<file path="src/rtl/jk_bank_pkg.sv">
// -----------------------------------------------------------------------------
// jk_bank_pkg
// Shared definitions for the JK flip-flop bank arbiter:
//   - command op encoding (hold / reset / set / toggle)
//   - arbiter FSM state encoding
//   - J/K pair type and the op -> J/K translation
//   - index range check used to flag commands aimed past the bank
// -----------------------------------------------------------------------------
package jk_bank_pkg;

    // Command op encoding carried on reqK_op.
    localparam logic [1:0] OP_HOLD   = 2'b00;
    localparam logic [1:0] OP_RESET  = 2'b01;
    localparam logic [1:0] OP_SET    = 2'b10;
    localparam logic [1:0] OP_TOGGLE = 2'b11;

    // Index width is fixed; the range check below relies on it.
    localparam int IDX_W_FIXED = 3;

    // Arbiter FSM states: a command always walks IDLE -> APPLY -> DONE -> IDLE.
    typedef enum logic [1:0] {
        ST_IDLE  = 2'b00,
        ST_APPLY = 2'b01,
        ST_DONE  = 2'b10
    } state_e;

    // J/K drive pair for a single flip-flop.
    typedef struct packed {
        logic j;
        logic k;
    } jk_t;

    // Translate a command op into the J/K pair that performs it.
    function automatic jk_t op_to_jk(input logic [1:0] op);
        jk_t jk;
        case (op)
            OP_HOLD:   begin jk.j = 1'b0; jk.k = 1'b0; end
            OP_RESET:  begin jk.j = 1'b0; jk.k = 1'b1; end
            OP_SET:    begin jk.j = 1'b1; jk.k = 1'b0; end
            OP_TOGGLE: begin jk.j = 1'b1; jk.k = 1'b1; end
            default:   begin jk.j = 1'b0; jk.k = 1'b0; end
        endcase
        return jk;
    endfunction

    // True when idx names a flip-flop that does not exist in an n-wide bank.
    function automatic logic idx_out_of_range(input logic [IDX_W_FIXED-1:0] idx,
                                              input int                     n);
        return (int'({{(32-IDX_W_FIXED){1'b0}}, idx}) >= n);
    endfunction

endpackage

</file>
<file path="src/rtl/jkflipflop.sv">
// -----------------------------------------------------------------------------
// jkflipflop
// Single JK flip-flop cell with asynchronous active-high reset.
//   clk : clock, Q updates on the rising edge
//   rst : asynchronous reset, forces Q to 0
//   J,K : 00 hold, 01 clear, 10 set, 11 toggle
//   Q   : flip-flop output
// -----------------------------------------------------------------------------
module jkflipflop (
    input  logic clk,
    input  logic rst,
    input  logic J,
    input  logic K,
    output logic Q
);

    logic q_d;
    logic q_q;

    // Next-state function of the JK cell.
    always_comb begin
        q_d = q_q;
        case ({J, K})
            2'b00:   q_d = q_q;
            2'b01:   q_d = 1'b0;
            2'b10:   q_d = 1'b1;
            2'b11:   q_d = ~q_q;
            default: q_d = q_q;
        endcase
    end

    // State register with asynchronous clear.
    always_ff @(posedge clk or posedge rst) begin
        if (rst) begin
            q_q <= 1'b0;
        end else begin
            q_q <= q_d;
        end
    end

    assign Q = q_q;

endmodule

</file>
<file path="src/rtl/jk_bank_arbiter.sv">
// -----------------------------------------------------------------------------
// jk_bank_arbiter
// Two-requester round-robin arbiter in front of a bank of N JK flip-flops.
// A granted command is captured, applied to one flip-flop, then reported
// with a one-cycle done pulse. One command completes every three cycles.
//
// Ports:
//   clk                    : clock, rising edge
//   rst                    : asynchronous active-high reset
//   req{0,1}_valid         : requester presents a command
//   req{0,1}_op   [1:0]    : 00 hold, 01 reset, 10 set, 11 toggle
//   req{0,1}_idx  [IDX_W]  : target flip-flop index
//   req{0,1}_ready         : arbiter accepts this requester this cycle
//   done                   : one-cycle completion pulse
//   done_id                : requester number of the completed command
//   err                    : completed command targeted idx >= N
//   busy                   : FSM is not IDLE
//   q             [N]      : bank outputs, bit i from flip-flop i
// -----------------------------------------------------------------------------
module jk_bank_arbiter
    import jk_bank_pkg::*;
#(
    parameter int N     = 8,
    parameter int IDX_W = 3
) (
    input  logic             clk,
    input  logic             rst,
    input  logic             req0_valid,
    input  logic [1:0]       req0_op,
    input  logic [IDX_W-1:0] req0_idx,
    output logic             req0_ready,
    input  logic             req1_valid,
    input  logic [1:0]       req1_op,
    input  logic [IDX_W-1:0] req1_idx,
    output logic             req1_ready,
    output logic             done,
    output logic             done_id,
    output logic             err,
    output logic             busy,
    output logic [N-1:0]     q
);

    state_e           state_d, state_q;
    logic [1:0]       cap_op_d, cap_op_q;
    logic [IDX_W-1:0] cap_idx_d, cap_idx_q;
    logic             cap_id_d, cap_id_q;
    logic             cap_err_d, cap_err_q;
    logic             last_grant_d, last_grant_q;

    logic             ready0_s;
    logic             ready1_s;
    logic [N-1:0]     j_s;
    logic [N-1:0]     k_s;
    logic [N-1:0]     q_bank_s;
    jk_t              jk_s;

    // Arbitration, command capture and FSM next state.
    always_comb begin
        state_d      = state_q;
        cap_op_d     = cap_op_q;
        cap_idx_d    = cap_idx_q;
        cap_id_d     = cap_id_q;
        cap_err_d    = cap_err_q;
        last_grant_d = last_grant_q;
        ready0_s     = 1'b0;
        ready1_s     = 1'b0;

        case (state_q)
            ST_IDLE: begin
                // Ready is masked while rst is high so nothing is offered
                // during reset. Under contention the requester that was not
                // granted last wins; last_grant resets to 1 so req0 wins first.
                if (!rst) begin
                    ready0_s = req0_valid && (!req1_valid || last_grant_q);
                    ready1_s = req1_valid && (!req0_valid || !last_grant_q);
                end else begin
                    ready0_s = 1'b0;
                    ready1_s = 1'b0;
                end

                if (ready0_s) begin
                    cap_op_d     = req0_op;
                    cap_idx_d    = req0_idx;
                    cap_id_d     = 1'b0;
                    cap_err_d    = idx_out_of_range(req0_idx, N);
                    last_grant_d = 1'b0;
                    state_d      = ST_APPLY;
                end else if (ready1_s) begin
                    cap_op_d     = req1_op;
                    cap_idx_d    = req1_idx;
                    cap_id_d     = 1'b1;
                    cap_err_d    = idx_out_of_range(req1_idx, N);
                    last_grant_d = 1'b1;
                    state_d      = ST_APPLY;
                end else begin
                    state_d = ST_IDLE;
                end
            end
            ST_APPLY: begin
                state_d = ST_DONE;
            end
            ST_DONE: begin
                state_d = ST_IDLE;
            end
            default: begin
                state_d = ST_IDLE;
            end
        endcase
    end

    // FSM state and captured command registers.
    always_ff @(posedge clk or posedge rst) begin
        if (rst) begin
            state_q      <= ST_IDLE;
            cap_op_q     <= OP_HOLD;
            cap_idx_q    <= {IDX_W{1'b0}};
            cap_id_q     <= 1'b0;
            cap_err_q    <= 1'b0;
            last_grant_q <= 1'b1;
        end else begin
            state_q      <= state_d;
            cap_op_q     <= cap_op_d;
            cap_idx_q    <= cap_idx_d;
            cap_id_q     <= cap_id_d;
            cap_err_q    <= cap_err_d;
            last_grant_q <= last_grant_d;
        end
    end

    // J/K decode: only the captured target sees a non-zero pair, and only
    // during APPLY, so it updates on the edge that ends APPLY. Out-of-range
    // commands drive nothing.
    always_comb begin
        j_s  = {N{1'b0}};
        k_s  = {N{1'b0}};
        jk_s = op_to_jk(cap_op_q);
        if ((state_q == ST_APPLY) && !cap_err_q) begin
            for (int i = 0; i < N; i++) begin
                if (cap_idx_q == IDX_W'(i)) begin
                    j_s[i] = jk_s.j;
                    k_s[i] = jk_s.k;
                end else begin
                    j_s[i] = 1'b0;
                    k_s[i] = 1'b0;
                end
            end
        end else begin
            j_s = {N{1'b0}};
            k_s = {N{1'b0}};
        end
    end

    // The bank itself: one JK cell per bit.
    for (genvar gi = 0; gi < N; gi++) begin : g_bank
        jkflipflop u_ff (
            .clk (clk),
            .rst (rst),
            .J   (j_s[gi]),
            .K   (k_s[gi]),
            .Q   (q_bank_s[gi])
        );
    end

    // Status outputs are decoded straight from registered state, so they
    // clear asynchronously with rst and an aborted command never pulses done.
    assign req0_ready = ready0_s;
    assign req1_ready = ready1_s;
    assign busy       = (state_q != ST_IDLE);
    assign done       = (state_q == ST_DONE);
    assign done_id    = (state_q == ST_DONE) && cap_id_q;
    assign err        = (state_q == ST_DONE) && cap_err_q;
    assign q          = q_bank_s;

endmodule

</file>
<file path="config.mk">
export PLATFORM = sky130hd
export DESIGN_NAME = jk_bank_arbiter
export DESIGN_NICKNAME = d
export VERILOG_FILES = /design/src/rtl/jk_bank_pkg.sv /design/src/rtl/jkflipflop.sv /design/src/rtl/jk_bank_arbiter.sv
export SDC_FILE = /design/constraint.sdc
export NUM_CORES = 1
export LEC_CHECK = 0
export ABC_AREA = 1
export BUFFER_PORTS_ARGS = -buffer_cell sky130_fd_sc_hd__buf_2
export CAP_MARGIN = 15
export CORE_ASPECT_RATIO = 1.25
export CORE_UTILIZATION = 50
export CTS_BUF_LIST = sky130_fd_sc_hd__clkbuf_16
export DETAILED_ROUTE_END_ITERATION = 10
export GPL_TIMING_DRIVEN = 0
export PLACE_DENSITY = 0.74
export RECOVER_POWER = 50
export SYNTH_ARGS = -nofsm -noshare
export SYNTH_HDL_FRONTEND = slang
export SYNTH_HIERARCHICAL = 1
export SYNTH_SLANG_ARGS = --single-unit
</file>
<file path="constraint.sdc">
create_clock -name clk -period 2.15 [get_ports clk]
set_input_delay 0.1075 -clock clk [delete_from_list [all_inputs] [get_ports clk]]
set_output_delay 0.1075 -clock clk [all_outputs]
set_load 0.02 [all_outputs]
</file>
# Word-level counts from Yosys, hierarchy flattened
# Cells that the tools add are included.
# word_totals
reg_bits,18
inputBits,14
# classes
n_eq_ne,36
n_mux,44
bitwise_logic,8
reduce_logical,25
# op_table
cell,n
== test 2 bit (second input constant),19
two-way mux 1 bit,28
one-hot mux 1 bit (3 select lines),8
== test 2 x 1 -> 1 bit (second input constant),10
logical NOT 2 bit,10
two-way mux 8 bit,2
== test 3 bit (second input constant),4
inverter 1 bit,8
one-hot mux 2 bit (4 select lines),1
== test 3 x 2 -> 1 bit (second input constant),2
two-way mux 3 bit,2
logical AND 1 bit,5
logical NOT 1 bit,4
two-way mux 2 bit,2
one-hot mux 2 bit (2 select lines),1
nonzero test 2 bit,2
== test 3 x 1 -> 1 bit (second input constant),1
logical NOT 3 bit,1
logical OR 1 bit,2
AND reduction 2 bit,1

# Logic depth before layout (Yosys ltp)
# Gate-level depths: netlist of run 1.
# depth
depth_word,8
depth_mapped,7
depth_no_buf,7

# Modules after synthesis
# The synthesis of run 1 kept the hierarchy.
# by_module_without_submodules
module,n_inst,cells_each,area_each_um2,seq_area_each_um2
jk_bank_arbiter,1,98,653.1,226.5
jkflipflop,8,7,47.5,25.0

# Least setup slack after synthesis of run 1
# No wires, ideal clock.
# synth_path
path_kind,register to output
startpoint,reg state_q[1]
endpoint,out done_id
arrival_ns,0.993
setup_slack_ns,1.050
path_stages_with_launch,3
n_path_buf,0
cell_sequence,dfrtp_1 inv_1 nor3_1
# synth_via
elab_chain_cells,2
# synth_rtl
element,line_no,rtl
start: declaration,jk_bank_arbiter.sv:43,"state_e state_d, state_q;"
start signal: assignment,jk_bank_arbiter.sv:121,state_q <= state_d;
== test 2 bit,jk_bank_arbiter.sv:170,assign done_id = (state_q == ST_DONE) && cap_id_q;
logical AND 1 bit,jk_bank_arbiter.sv:170,
end: declaration,jk_bank_arbiter.sv:37,"output logic done_id,"
# Every way passes these cells.

# Final worst setup path of run 1
# layout_path
startpoint,in rst
endpoint,out req1_ready
# layout_via
elab_chain_cells,3
# layout_rtl
element,line_no,rtl
start: declaration,jk_bank_arbiter.sv:27,"input logic rst,"
two-way mux 1 bit,jk_bank_arbiter.sv:73,if (!rst) begin
two-way mux 1 bit (2 in a row),jk_bank_arbiter.sv:68,case (state_q)
end: declaration,jk_bank_arbiter.sv:35,"output logic req1_ready,"
# Every way passes these cells. The select of a mux whose other input is x is not followed.

==> results of run 1 <==
## cells by family (layout without fill, tap and decap cells)
kind of cell	Yosys count	count (layout)
simple gates	96	96
buf+inv	40	71
flops	17	17
other cells	1	1
## how the worst min path moves through the flow
stage | start | endpoint | cells after the start
floorplan | rst | g_bank[0].u_ff/Q | 1
finish | req1_op[0] | cap_op_q[0] | 5
CTS | req1_op[0] | cap_op_q[0] | 5
detailed placement | rst | g_bank[1].u_ff/Q | 2
global route | req1_idx[0] | cap_idx_q[0] | 5
global placement | rst | g_bank[1].u_ff/Q | 2
## power by group
part	switching (mW)	internal, mW
logic	0.398	0.195
registers	0.116	0.463
clock network	0.118	0.247
total	0.632	0.906
## layout make-up
| type | count | share of cell area |
|---|---|---|
| Multi-Input combinational cell | 97 | 0.353 |
| Sequential cell | 17 | 0.338 |
| Inverter | 39 | 0.116 |
| Timing Repair Buffer | 27 | 0.105 |
| Clock buffer | 3 | 0.0595 |
| Tap cell | 20 | 0.0198 |
| Buffer | 1 | 0.00595 |
| Clock inverter | 1 | 0.00297 |
## worst max-delay path: cells and delay by family
| family | cells | cell delay (ns) |
|---|---|---|
| buffers and inverters | 4 | 1.16 |
| AND/OR/NAND/NOR | 2 | 0.31 |
## cell usage in the layout, fill, tap and decap left out
cell	n
sky130_fd_sc_hd__buf_2	20
sky130_fd_sc_hd__nor2_4	2
sky130_fd_sc_hd__nand3_4	2
sky130_fd_sc_hd__nor3_1	1
sky130_fd_sc_hd__inv_1	40
sky130_fd_sc_hd__buf_4	1
sky130_fd_sc_hd__dfstp_2	1
sky130_fd_sc_hd__nand2_4	1
sky130_fd_sc_hd__dlygate4sd3_1	1
sky130_fd_sc_hd__dfrtp_1	16
sky130_fd_sc_hd__nor2_1	19
sky130_fd_sc_hd__clkbuf_16	3
sky130_fd_sc_hd__clkbuf_1	6
sky130_fd_sc_hd__nand3_1	18
sky130_fd_sc_hd__nand2_1	50
sky130_fd_sc_hd__nand2_2	3
sky130_fd_sc_hd__conb_1	1
## layer usage
metal  share of wire  global-route usage
met4           0.016              0.0990
met5               0                   0
met1            0.45               0.258
met2            0.50               0.364
met3           0.031              0.0310
## registers in the layout (all words and copies together), names as in the netlist
name / count
state_q: 2
g_bank.u_ff/Q: 8
cap_idx_q: 3
cap_id_q: 1
last_grant_q: 1
cap_op_q: 2
## per-stage QoR
stage                     area (sq um)  power (mW)  hold WS [ns]  setup slack, ns
after floorplan                   1030        1.02        -0.164             1.05
after global placement            1190        1.17        0.0706            0.967
after detailed placement          1190        1.19        0.0696            0.945
after CTS                         1280        1.57         0.142            0.577
after global routing              1260        1.68         0.185            0.320
final                             1260        1.54         0.143            0.462
==> results.md, run 1 <==
- The flow ran to the end, and the final reports show no timing, DRC or antenna violations.
- Of the total synthesized cell area, the portion taken by XOR and XNOR cells is 0.
- The critical register-to-register path startpoint is state_q[0].
- In this run the number of H-tree levels came out at 1.
- The pin count of the biggest net entering global routing is 12.
- The number of global-route vias before repair is around 850.
- Of the cells placed in the final design, the portion with a size suffix greater than 1 is 0.178.
- The count of buffers inserted at the top-level ports is 26.
- Setup violations remaining at the end of the flow were counted as 0.
- The placed wire-length estimate is between 1000 and 1500 um.
- The min-delay analysis places its worst path in the category input port to flop.
- The setup fix buffers added after clock tree synthesis is 0.
- In this run the mean area of a mapped cell was ~6.7 sq um.
- In this run the vertical extent of the chip is roughly 53 um.
- IR analysis of the VDD net gives a maximum drop of approximately 680 uV.
- The count of endpoints failing hold in the final timing report came to 0.
- The number of iterations in the first detailed-routing pass is 4.
- The total negative setup slack is 0 ns.
- During synthesis, Yosys emitted a total of 6 warnings.
- Setup slack on the worst reg-to-reg path comes out at between 0.8 and 0.9 ns.
- The first global-routing pass estimated 3570 um of wire.
- The category of the worst setup path capture point is an output pin.
- The clock tree from TritonCTS is yes.
- Excluding fillers, the count of instances in the completed layout stands at 205.
- Of the total synthesized cell area, the portion taken by AND, OR, NAND and NOR gates is 0.435.
- Tracing the worst setup path back leads to its startpoint at rst.
- The final critical-path share of the clock period is 0.785.
- The clock network latency to the later pin of the worst-skew pair is around 0.25 ns.
- Counting flops with an async set or reset pin after synthesis yields a share of 1.00.
- Buffers inserted to repair hold after CTS numbered 1.
- The multi-input logic area is 445 sq um.
- The endpoint of the worst register-to-register path is g_bank[7].u_ff/Q.
- The post-cts repair resize count is 0.
- The critical path is of the input port to output pin type.
- Yosys instantiated no cell more often than sky130_fd_sc_hd__nand2_1.
- The number of core rows is 18.
- The longest individual stage delay on the worst path is 0.52 ns.
- The most critical setup path has its endpoint at req1_ready.
- In this run the deepest clock path goes through 2 buffers.
- The required time of the critical path is 2.04 ns.
- Setup repair after global routing left no endpoint under its margin.
- The post-layout minimum cycle time is between 1.5 and 2 ns.
- The launching element type of the critical path is an input port.
- For this design the top-level I/O count stands at 28.
- In this run the horizontal extent of the chip is roughly 43 um.
- The signal on the critical path passes through dlygate4sd3_1, clkbuf_1, nor2_1, nand3_4, inv_1, buf_2.
- In this run the tightest slew margin relative to its limit is 0.629.
- The maximum frequency from static timing analysis is 592 MHz.
- In this run the static leakage power is approximately 0.73 nW.
- For this block, the initial DRC count from the detailed router was 11.
- The transition time of the tightest slew-check pin is between 0.5 and 0.6 ns.
- Synthesis instantiated 13 different standard cells from the library.
- In this run, CTS created clock tree buffers numbering 3.
- The clock-pin transition on the worst setup and hold timing paths is about 0.05 ns.
- The max-slew violation total from the final report is 0.
- After floorplanning, the core was sized to cover a little under 2000 sq um.
- For this run, the total global-route usage over all layers was measured as 0.212.
- The net count of the mapped netlist is approximately 170.
- From synthesis to final layout, the design area changed by 22.2%.
- The max-cap violation count is 0.
- The flip-flop and latch count after synthesis is 17.
- The final wirelength is just under 2000 um.
- Fill cells in the final layout number 191.
- The total congestion overflow after global routing is 0.
- CTS placed an instance of sky130_fd_sc_hd__clkbuf_16 at the clock tree root.
- The worst setup skew after layout is ~0.0014 ns.
- The portion of synthesized area spent on multiplexers is 0.
- The via-per-instance ratio is 4.61.
- The sequential cell area is approximately 430 sq um.
- The arithmetic-cell share of the synthesized area counting full adders, half adders and majority gates is 0.
- For this design, the sink count on the clock tree is 17.
- The remaining design rule violation count is 0.
- For this run, the register share of the synthesized area comes to 0.413.
- Dividing total power by cell area gives a power density of between 1000 and 1500 nW/um^2.
- The post-synthesis compound-gate area fraction is 0.
- The area fraction of the dominant cell type after synthesis is 0.387.
- For this run, the leading register cell type out of synthesis is sky130_fd_sc_hd__dfrtp_1.
- The largest fanout on the critical path is 11.
- The number of enable-type register cells in the synthesized netlist is 0.
- Once placement completed, the tool counted placed cells totaling 200.
- Data on the critical path arrives at its endpoint at 1.58 ns.
- The initial utilization of the core area, before any placement, comes to 0.527.
- The antenna diode count is 0.
- By count the netlist is led by sky130_fd_sc_hd__nand2_1, sky130_fd_sc_hd__inv_1, sky130_fd_sc_hd__nand3_1, sky130_fd_sc_hd__nor2_1, sky130_fd_sc_hd__dfrtp_1.
- The via count is 946.
- The last weighted congestion value of the routability-driven placer is 0.734.
- The final net count is 200.
- Ranked by total cell area, the synthesized netlist is headed by sky130_fd_sc_hd__dfrtp_1, sky130_fd_sc_hd__nand2_1, sky130_fd_sc_hd__inv_1.
- The number of antenna violations at the first check in global routing was 0.
- For the worst flop-to-flop path, the logic depth is 7.
- Once detail routing completed, the nets flagged for antenna violations numbered 0.
- Synthesis handed over a netlist of about 150 instances.
- The largest individual stage delay along the critical path comes from the cell sky130_fd_sc_hd__dlygate4sd3_1.
- By area, the combinational part of the netlist is dominated by simple AND/OR/NAND/NOR gates.
- The die covers around 2300 sq um.
- The post-synthesis cell area is between 1000 and 1500 sq um.
- Of all cell types, the one taking the most synthesized area is sky130_fd_sc_hd__dfrtp_1.
- The routed wire length per instance is ~9.5 um.
- Once layout is complete, the utilization of the core stands at 0.644.
Power figures use the tool's default switching activity.
==> run 2, diff against run 1 <==
clock period = 1.57 ns   (was 2.15 ns; I/O delays follow)
==> run 2 against run 1 <==
Non-clock buffer count up 1; global-route usage did not move; critical path depth is the same; setup slack got worse by 0.37 ns; first-iteration DRC count decreased by 18%; power rose by 37%; final cell count up 0.49%; register-to-register slack got worse by 0.58 ns.
==> results.md, run 2 (synthesized netlist as in run 1, its figures left out) <==
- The length in cells of the worst reg-to-reg path is 7 (unchanged).
- Unrepaired setup endpoints after global routing: false (unchanged).
- The final wirelength is 1960 um (was 1940 um).
- The combined buffer and inverter count along the critical path is 4 (unchanged).
- The number of iterations in the first detailed-routing pass is 4 (unchanged).
- The largest fanout on the critical path is 11 (unchanged).
- The number of flip-flops in the largest register is 8 (unchanged).
- The worst hold-check path type is input port to flop (unchanged).
- The launching element type of the critical path is an input port (unchanged).
- The cell with the largest stage delay on the worst path is sky130_fd_sc_hd__dlygate4sd3_1 (unchanged).
- The fraction of final layout cells sized beyond drive strength 1 is 0.188 (was 0.178).
- The number of antenna violations at the first check in global routing came to 0 (unchanged).
- The remaining design rule violation count was 0 (unchanged).
- The setup slack of the critical path after layout was 0.0886 ns (was 0.462 ns).
- The global-route wire length before repair is 3570 um (unchanged).
- The total negative setup slack is 0 ns (unchanged).
- The buffer type at the clock tree root was sky130_fd_sc_hd__clkbuf_16 (unchanged).
- The total congestion overflow after global routing came to 0 (unchanged).
- The count of buffers inserted at the top-level ports was 26 (unchanged).
- The count of endpoints failing hold in the final timing report is 0 (unchanged).
- Commonest non-fill, non-tap cells in the layout: sky130_fd_sc_hd__nand2_1, sky130_fd_sc_hd__inv_1, sky130_fd_sc_hd__buf_2 (unchanged).
- The number of core rows is 18 (unchanged).
- Crit path cell chain: dlygate4sd3_1, buf_2, nor2_1, nand3_4, inv_1, buf_2 (was dlygate4sd3_1, clkbuf_1, nor2_1, nand3_4, inv_1, buf_2).
- The starting utilization of the core area is 0.527 (unchanged).
- The multi-input logic area is 445 sq um (unchanged).
- The leading cell type in the layout, fill and taps excluded is sky130_fd_sc_hd__nand2_1 (unchanged).
- The worst setup skew after layout is 0.00201 ns (was 0.00144 ns).
- The worst setup slack before clock tree synthesis is 0.365 ns (was 0.945 ns).
- The placed wire-length estimate is 1450 um (unchanged).
- The required time of the critical path is 1.49 ns (was 2.04 ns).
- The via-per-instance ratio is 4.57 (was 4.61).
- The post-layout minimum cycle time is 1.48 ns.
- The horizontal die dimension is 42.7 um (unchanged).
- The clock network latency to the later pin of the worst-skew pair was 0.25 ns (about the same).
- The total power divided by cell area came to 1660 nW/um^2 (was 1220 nW/um^2).
- The height of the die was 52.8 um (unchanged).
- The routed wire length per instance is 9.50 um (was 9.46 um).
- The area growth from synthesis to layout is 23.0% (was 22.2%).
- The placeable core region is 1960 sq um (unchanged).
- The final critical-path share of the clock period is 0.944.
- The number of buffers inserted during clock tree synthesis was 3 (unchanged).
- The number of clock sinks is 17 (unchanged).
- The cell depth of the worst hold path is 5 (unchanged).
- The max-cap violation count is 0 (unchanged).
- The logic depth of the worst setup path including buffers is 6 (unchanged).
- Run status: complete, no violations (unchanged).
- The antenna diode count is 0 (unchanged).
- The final net count is 201 (was 200).
- The layout filler cell count was 190 (was 191).
- The number of violations reported at the end of detailed-routing iteration 0 is 9 (was 11).
- The category of the worst setup path capture point is an output pin (unchanged).
- The pin count of the biggest net entering global routing is 12 (unchanged).
- The static leakage power came to 0.739 nW (was 0.732 nW).
- The number of buffers on the longest clock path is 2 (unchanged).
- The placed instance area came to 1190 sq um (unchanged).
- The longest individual stage delay on the worst path is 0.53 ns (was 0.52 ns).
- The number of global-route vias before repair is 852 (unchanged).
- The cell family with the largest share of critical-path delay is buffers and inverters (unchanged).
- The number of primary I/O pins is 28 (unchanged).
- The clock tree from TritonCTS is yes (unchanged).
- The final design area excluding fillers is 1270 sq um (was 1260 sq um).
- The clock-pin transition on the worst setup and hold timing paths is 0.05 ns (about the same).
- The die outline area was 2250 sq um (unchanged).
- The sequential cell area was 427 sq um (unchanged).
- The max-slew violation total from the final report is 0 (unchanged).
- The final-report setup violation count is 0 (unchanged).
- The maximum frequency from static timing analysis is 675 MHz.
- The worst IR drop on VDD is 935 uV (was 681 uV).
- The level count of the clock H-tree was 1 (unchanged).
- The worst setup path category is input port to output pin (unchanged).
- The final antenna-violating net count is 0 (unchanged).
- The last weighted congestion value of the routability-driven placer is 0.734 (unchanged).
- The total track usage is 0.212 (unchanged).
- The critical path arrival is 1.40 ns (was 1.58 ns).
- The via count is 941 (was 946).
- The cell with the most instances on the worst path is sky130_fd_sc_hd__buf_2.
## run 2: changes by cell type in the layout (fill, tap and decap cells not counted)
cell,previous run,this run
sky130_fd_sc_hd__buf_2,20,21
sky130_fd_sc_hd__buf_4,1,2
sky130_fd_sc_hd__clkbuf_1,6,5
## run 2: area by class of cell
class / instances / share of cell area
Tap cell: 20 / 0.0197
Clock buffer: 3 / 0.0591
Timing Repair Buffer: 28 / 0.111
Inverter: 39 / 0.115
Multi-Input combinational cell: 97 / 0.350
Buffer: 1 / 0.00591
Clock inverter: 1 / 0.00295
Sequential cell: 17 / 0.336
## run 2: final timing paths
check                                  from  slack, ns               end
max                                     rst       0.09        req1_ready
min reg2reg                g_bank[1].u_ff/Q       0.50  g_bank[1].u_ff/Q
min                              req1_op[0]       0.11       cap_op_q[0]
max reg2reg                      state_q[0]       0.26  g_bank[7].u_ff/Q
max in group asynchronous               rst       0.82      last_grant_q
min in group asynchronous               rst       0.32  g_bank[4].u_ff/Q
## run 2: power breakdown
group | switching (mW) | internal (mW)
combinational | 0.546 | 0.270
clock | 0.166 | 0.338
sequential | 0.159 | 0.635
total | 0.870 | 1.24
## run 2: timing repair
| item | CTS | global route |
|---|---|---|
| setup buffers | 0 | 1 |
| hold endpoints to repair | 16 | 0 |
| setup endpoints to repair | 0 | 1 |
| resized for setup | 0 | 0 |
| hold buffers | 1 | 0 |
## run 2: routing by layer
metal,routed length (um),GRT usage
met1,883,0.258
met2,987,0.364
met3,56,0.0310
met4,29,0.0990
met5,0,0
## run 2: stage by stage
step	power [mW]	hold slack (ns)	util	std cells
finish	2.11	0.113	0.649	206
global route	2.30	0.156	0.649	206
CTS	2.15	0.113	0.652	205
detailed placement	1.63	0.0406	0.607	200
global placement	1.60	0.0416	0.607	200
floorplan	1.40	-0.193	-	154
## run 2: worst min-delay path: stages
cell	delay (ns)
sky130_fd_sc_hd__buf_2	0.07
sky130_fd_sc_hd__nand2_1	0.04
sky130_fd_sc_hd__nand2_1	0.05
sky130_fd_sc_hd__nand2_1	0.04
sky130_fd_sc_hd__nand2_1	0.04
==> run 3, diff against run 2 <==
CELL_PAD_IN_SITES_DETAIL_PLACEMENT = 1   (was unset)
CELL_PAD_IN_SITES_GLOBAL_PLACEMENT = 2   (was unset)
CORE_UTILIZATION = 27   (was 50)
PLACE_DENSITY = 0.75   (was 0.74)
==> run 3 against run 2 <==
Global-route usage is 8.0 points lower; register-to-register slack improved by 0.03 ns; largest power group unchanged; sequential power up 0.8%; highest routed layer unchanged; core utilization down 29 points; via count rose by 3.4%; sequential share of layout area is 0.58 points lower; cell area up 1.8%; clock skew increased by 0.0019 ns; clock-buffer cell count did not move; clock power rose by 2%.
==> results.md, run 3 (synthesized netlist as in run 1, its figures left out) <==
- The pin count of the biggest net entering global routing is 12 (unchanged).
- The worst hold-check path type is input port to flop (unchanged).
- The clock network latency to the later pin of the worst-skew pair is 0.25 ns (about the same).
- The endpoint of the worst register-to-register path is g_bank[1].u_ff/Q (was g_bank[7].u_ff/Q).
- The final design area excluding fillers is 1290 sq um (was 1270 sq um).
- The layout filler cell count is 477 (was 190).
- The number of core rows is 24 (was 18).
- The launching element type of the critical path was an input port (unchanged).
- Commonest non-fill, non-tap cells in the layout: sky130_fd_sc_hd__nand2_1, sky130_fd_sc_hd__inv_1, sky130_fd_sc_hd__buf_2 (unchanged).
- The number of violations reported at the end of detailed-routing iteration 0 is 14 (was 9).
- The number of buffers on the longest clock path is 2 (unchanged).
- The fraction of power spent switching nets is 0.418 (was 0.412).
- Run status: complete, no violations (unchanged).
- The starting utilization of the core area was 0.289 (was 0.527).
- Unrepaired setup endpoints after global routing: false (unchanged).
- The height of the die came to 71.2 um (was 52.8 um).
- The final-report setup violation count came to 0 (unchanged).
- The last weighted congestion value of the routability-driven placer is 0.703 (was 0.734).
- The number of antenna violations at the first check in global routing is 0 (unchanged).
- The endpoint of the worst hold-timing path is cap_op_q[1] (was cap_op_q[0]).
- The length in cells of the worst reg-to-reg path came to 7 (unchanged).
- The count of buffers inserted at the top-level ports is 26 (unchanged).
- The area growth from synthesis to layout is 25.2% (was 23.0%).
- The final wirelength came to 2350 um (was 1960 um).
- The placed wire-length estimate came to 1890 um (was 1450 um).
- The via count is 973 (was 941).
- The horizontal die dimension was 57.3 um (was 42.7 um).
- The setup slack of the critical path after layout is 0.100 ns (was 0.0886 ns).
- The total negative setup slack is 0 ns (unchanged).
- The number of global-route vias before repair came to 952 (was 852).
- The worst min-delay path startpoint is req1_op[1] (was req1_op[0]).
- The largest fanout on the critical path came to 11 (unchanged).
- The global-route wire length before repair is 4120 um (was 3570 um).
- The antenna diode count is 0 (unchanged).
- The cell depth of the worst hold path is 5 (unchanged).
- The number of iterations in the first detailed-routing pass is 4 (unchanged).
- The number of buffers inserted during clock tree synthesis is 3 (unchanged).
- The worst setup path category was input port to output pin (unchanged).
- The fraction of final layout cells sized beyond drive strength 1 came to 0.195 (was 0.188).
- The total power divided by cell area is 1650 nW/um^2 (was 1660 nW/um^2).
- The level count of the clock H-tree was 1 (unchanged).
- The category of the worst setup path capture point is an output pin (unchanged).
- The cell-internal power was 1.24 mW (about the same).
- The worst setup slack for register-to-register paths is 0.29 ns (was 0.26 ns).
- The clock-pin transition on the worst setup and hold timing paths came to 0.05 ns (about the same).
- The static leakage power was 0.734 nW (was 0.739 nW).
- The worst IR drop on VDD came to 510 uV (was 935 uV).
- The critical register-to-register path startpoint is state_q[0] (unchanged).
- The remaining design rule violation count is 0 (unchanged).
- The worst setup skew after layout was 0.00390 ns (was 0.00201 ns).
- The clock power share is 0.239 (about the same).
- The critical path arrival is 1.39 ns (was 1.40 ns).
- The placed instance area is 1210 sq um (was 1190 sq um).
- The total congestion overflow after global routing is 0 (unchanged).
- The routed wire length per instance is 10.5 um (was 9.50 um).
- The total track usage is 0.132 (was 0.212).
- The count of endpoints failing hold in the final timing report was 0 (unchanged).
- The via-per-instance ratio is 4.34 (was 4.57).
- The placeable core region is 3570 sq um (was 1960 sq um).
- The final net count came to 200 (was 201).
- The sequential fraction of design power is 0.374 (was 0.376).
- The maximum frequency from static timing analysis is 680 MHz (was 675 MHz).
- The final antenna-violating net count is 0 (unchanged).
- The max-slew violation total from the final report came to 0 (unchanged).
- The max-cap violation count was 0 (unchanged).
- The worst setup slack before clock tree synthesis is 0.337 ns (was 0.365 ns).
- The number of primary I/O pins came to 28 (unchanged).
- The part of the power in combinational logic is 0.387 (was 0.386).
- The post-layout total power is 2.14 mW (was 2.11 mW).
- The die outline area is 4080 sq um (was 2250 sq um).
- The final critical-path share of the clock period is 0.936 (was 0.944).
- The switching power of the nets is 0.894 mW (was 0.870 mW).
- The number of flip-flops in the largest register is 8 (unchanged).
- The required time of the critical path was 1.49 ns (about the same).
- The buffer type at the clock tree root is sky130_fd_sc_hd__clkbuf_16 (unchanged).
- The post-layout minimum cycle time came to 1.47 ns (was 1.48 ns).
- The number of clock sinks is 17 (unchanged).
- The leading cell type in the layout, fill and taps excluded is sky130_fd_sc_hd__nand2_1 (unchanged).
- The clock tree from TritonCTS is yes (unchanged).
-- run 3: cell count changes in the layout (fill, tap and decap cells not counted), sizes merged --
cell and change:
clkinv +1, inv -1, buf -1
-- run 3: cell type report --
class                      count  area, sq um  share of cell area
buffer                         1         7.51             0.00580
tap                           39         48.8              0.0377
multi-input combinational     97          448               0.346
clock inverter                 1         5.00             0.00387
sequential                    17          427               0.330
inverter                      39          146               0.113
clock buffer                   3         75.1              0.0580
timing repair buffer          27          136               0.105
-- run 3: power groups by stage --
stage / Clock [mW] / Sequential (mW) / Combinational (mW)
after floorplan: 0 / 0.886 / 0.511
after global placement: 0 / 0.796 / 0.833
after detailed placement: 0 / 0.808 / 0.858
after CTS: 0.528 / 0.805 / 0.865
after global routing: 0.551 / 0.829 / 0.937
final: 0.512 / 0.799 / 0.827
-- run 3: metal layers --
metal  wire [um]  track usage
met5           0            0
met4          55       0.0650
met3          65       0.0219
met2        1240        0.238
met1         993        0.148
-- run 3: worst max-delay path, cell delays in order --
cell and delay [ns]:
sky130_fd_sc_hd__dlygate4sd3_1 0.54, sky130_fd_sc_hd__buf_4 0.19, sky130_fd_sc_hd__nor2_4 0.18, sky130_fd_sc_hd__nand3_4 0.17, sky130_fd_sc_hd__inv_1 0.08, sky130_fd_sc_hd__buf_2 0.16
-- run 3: worst max-delay path by stage --
stage	slack [ns]	startpoint	endpoint
CTS	0.02	rst	req0_ready
global placement	0.37	last_grant_q	cap_idx_q[0]
floorplan	0.47	last_grant_q	cap_idx_q[0]
global route	0.01	rst	req0_ready
detailed placement	0.34	last_grant_q	cap_op_q[0]
finish	0.1	rst	req0_ready
-- run 3: stage by stage --
stage,instances,hold WS (ns),util
3_3_place_gp,219,0.0509,0.339
3_5_place_dp,219,0.0507,0.339
2_1_floorplan,154,-0.193,-
4_1_cts,224,0.116,0.364
6_report,224,0.116,0.362
5_1_grt,224,0.150,0.362
-- run 3: timing repair --
action	4_1_cts	5_1_grt
resized for setup	0	3
endpoints found under the hold margin	16	0
hold buffers	1	0
buffers inserted	0	0
setup endpoints to repair	0	2
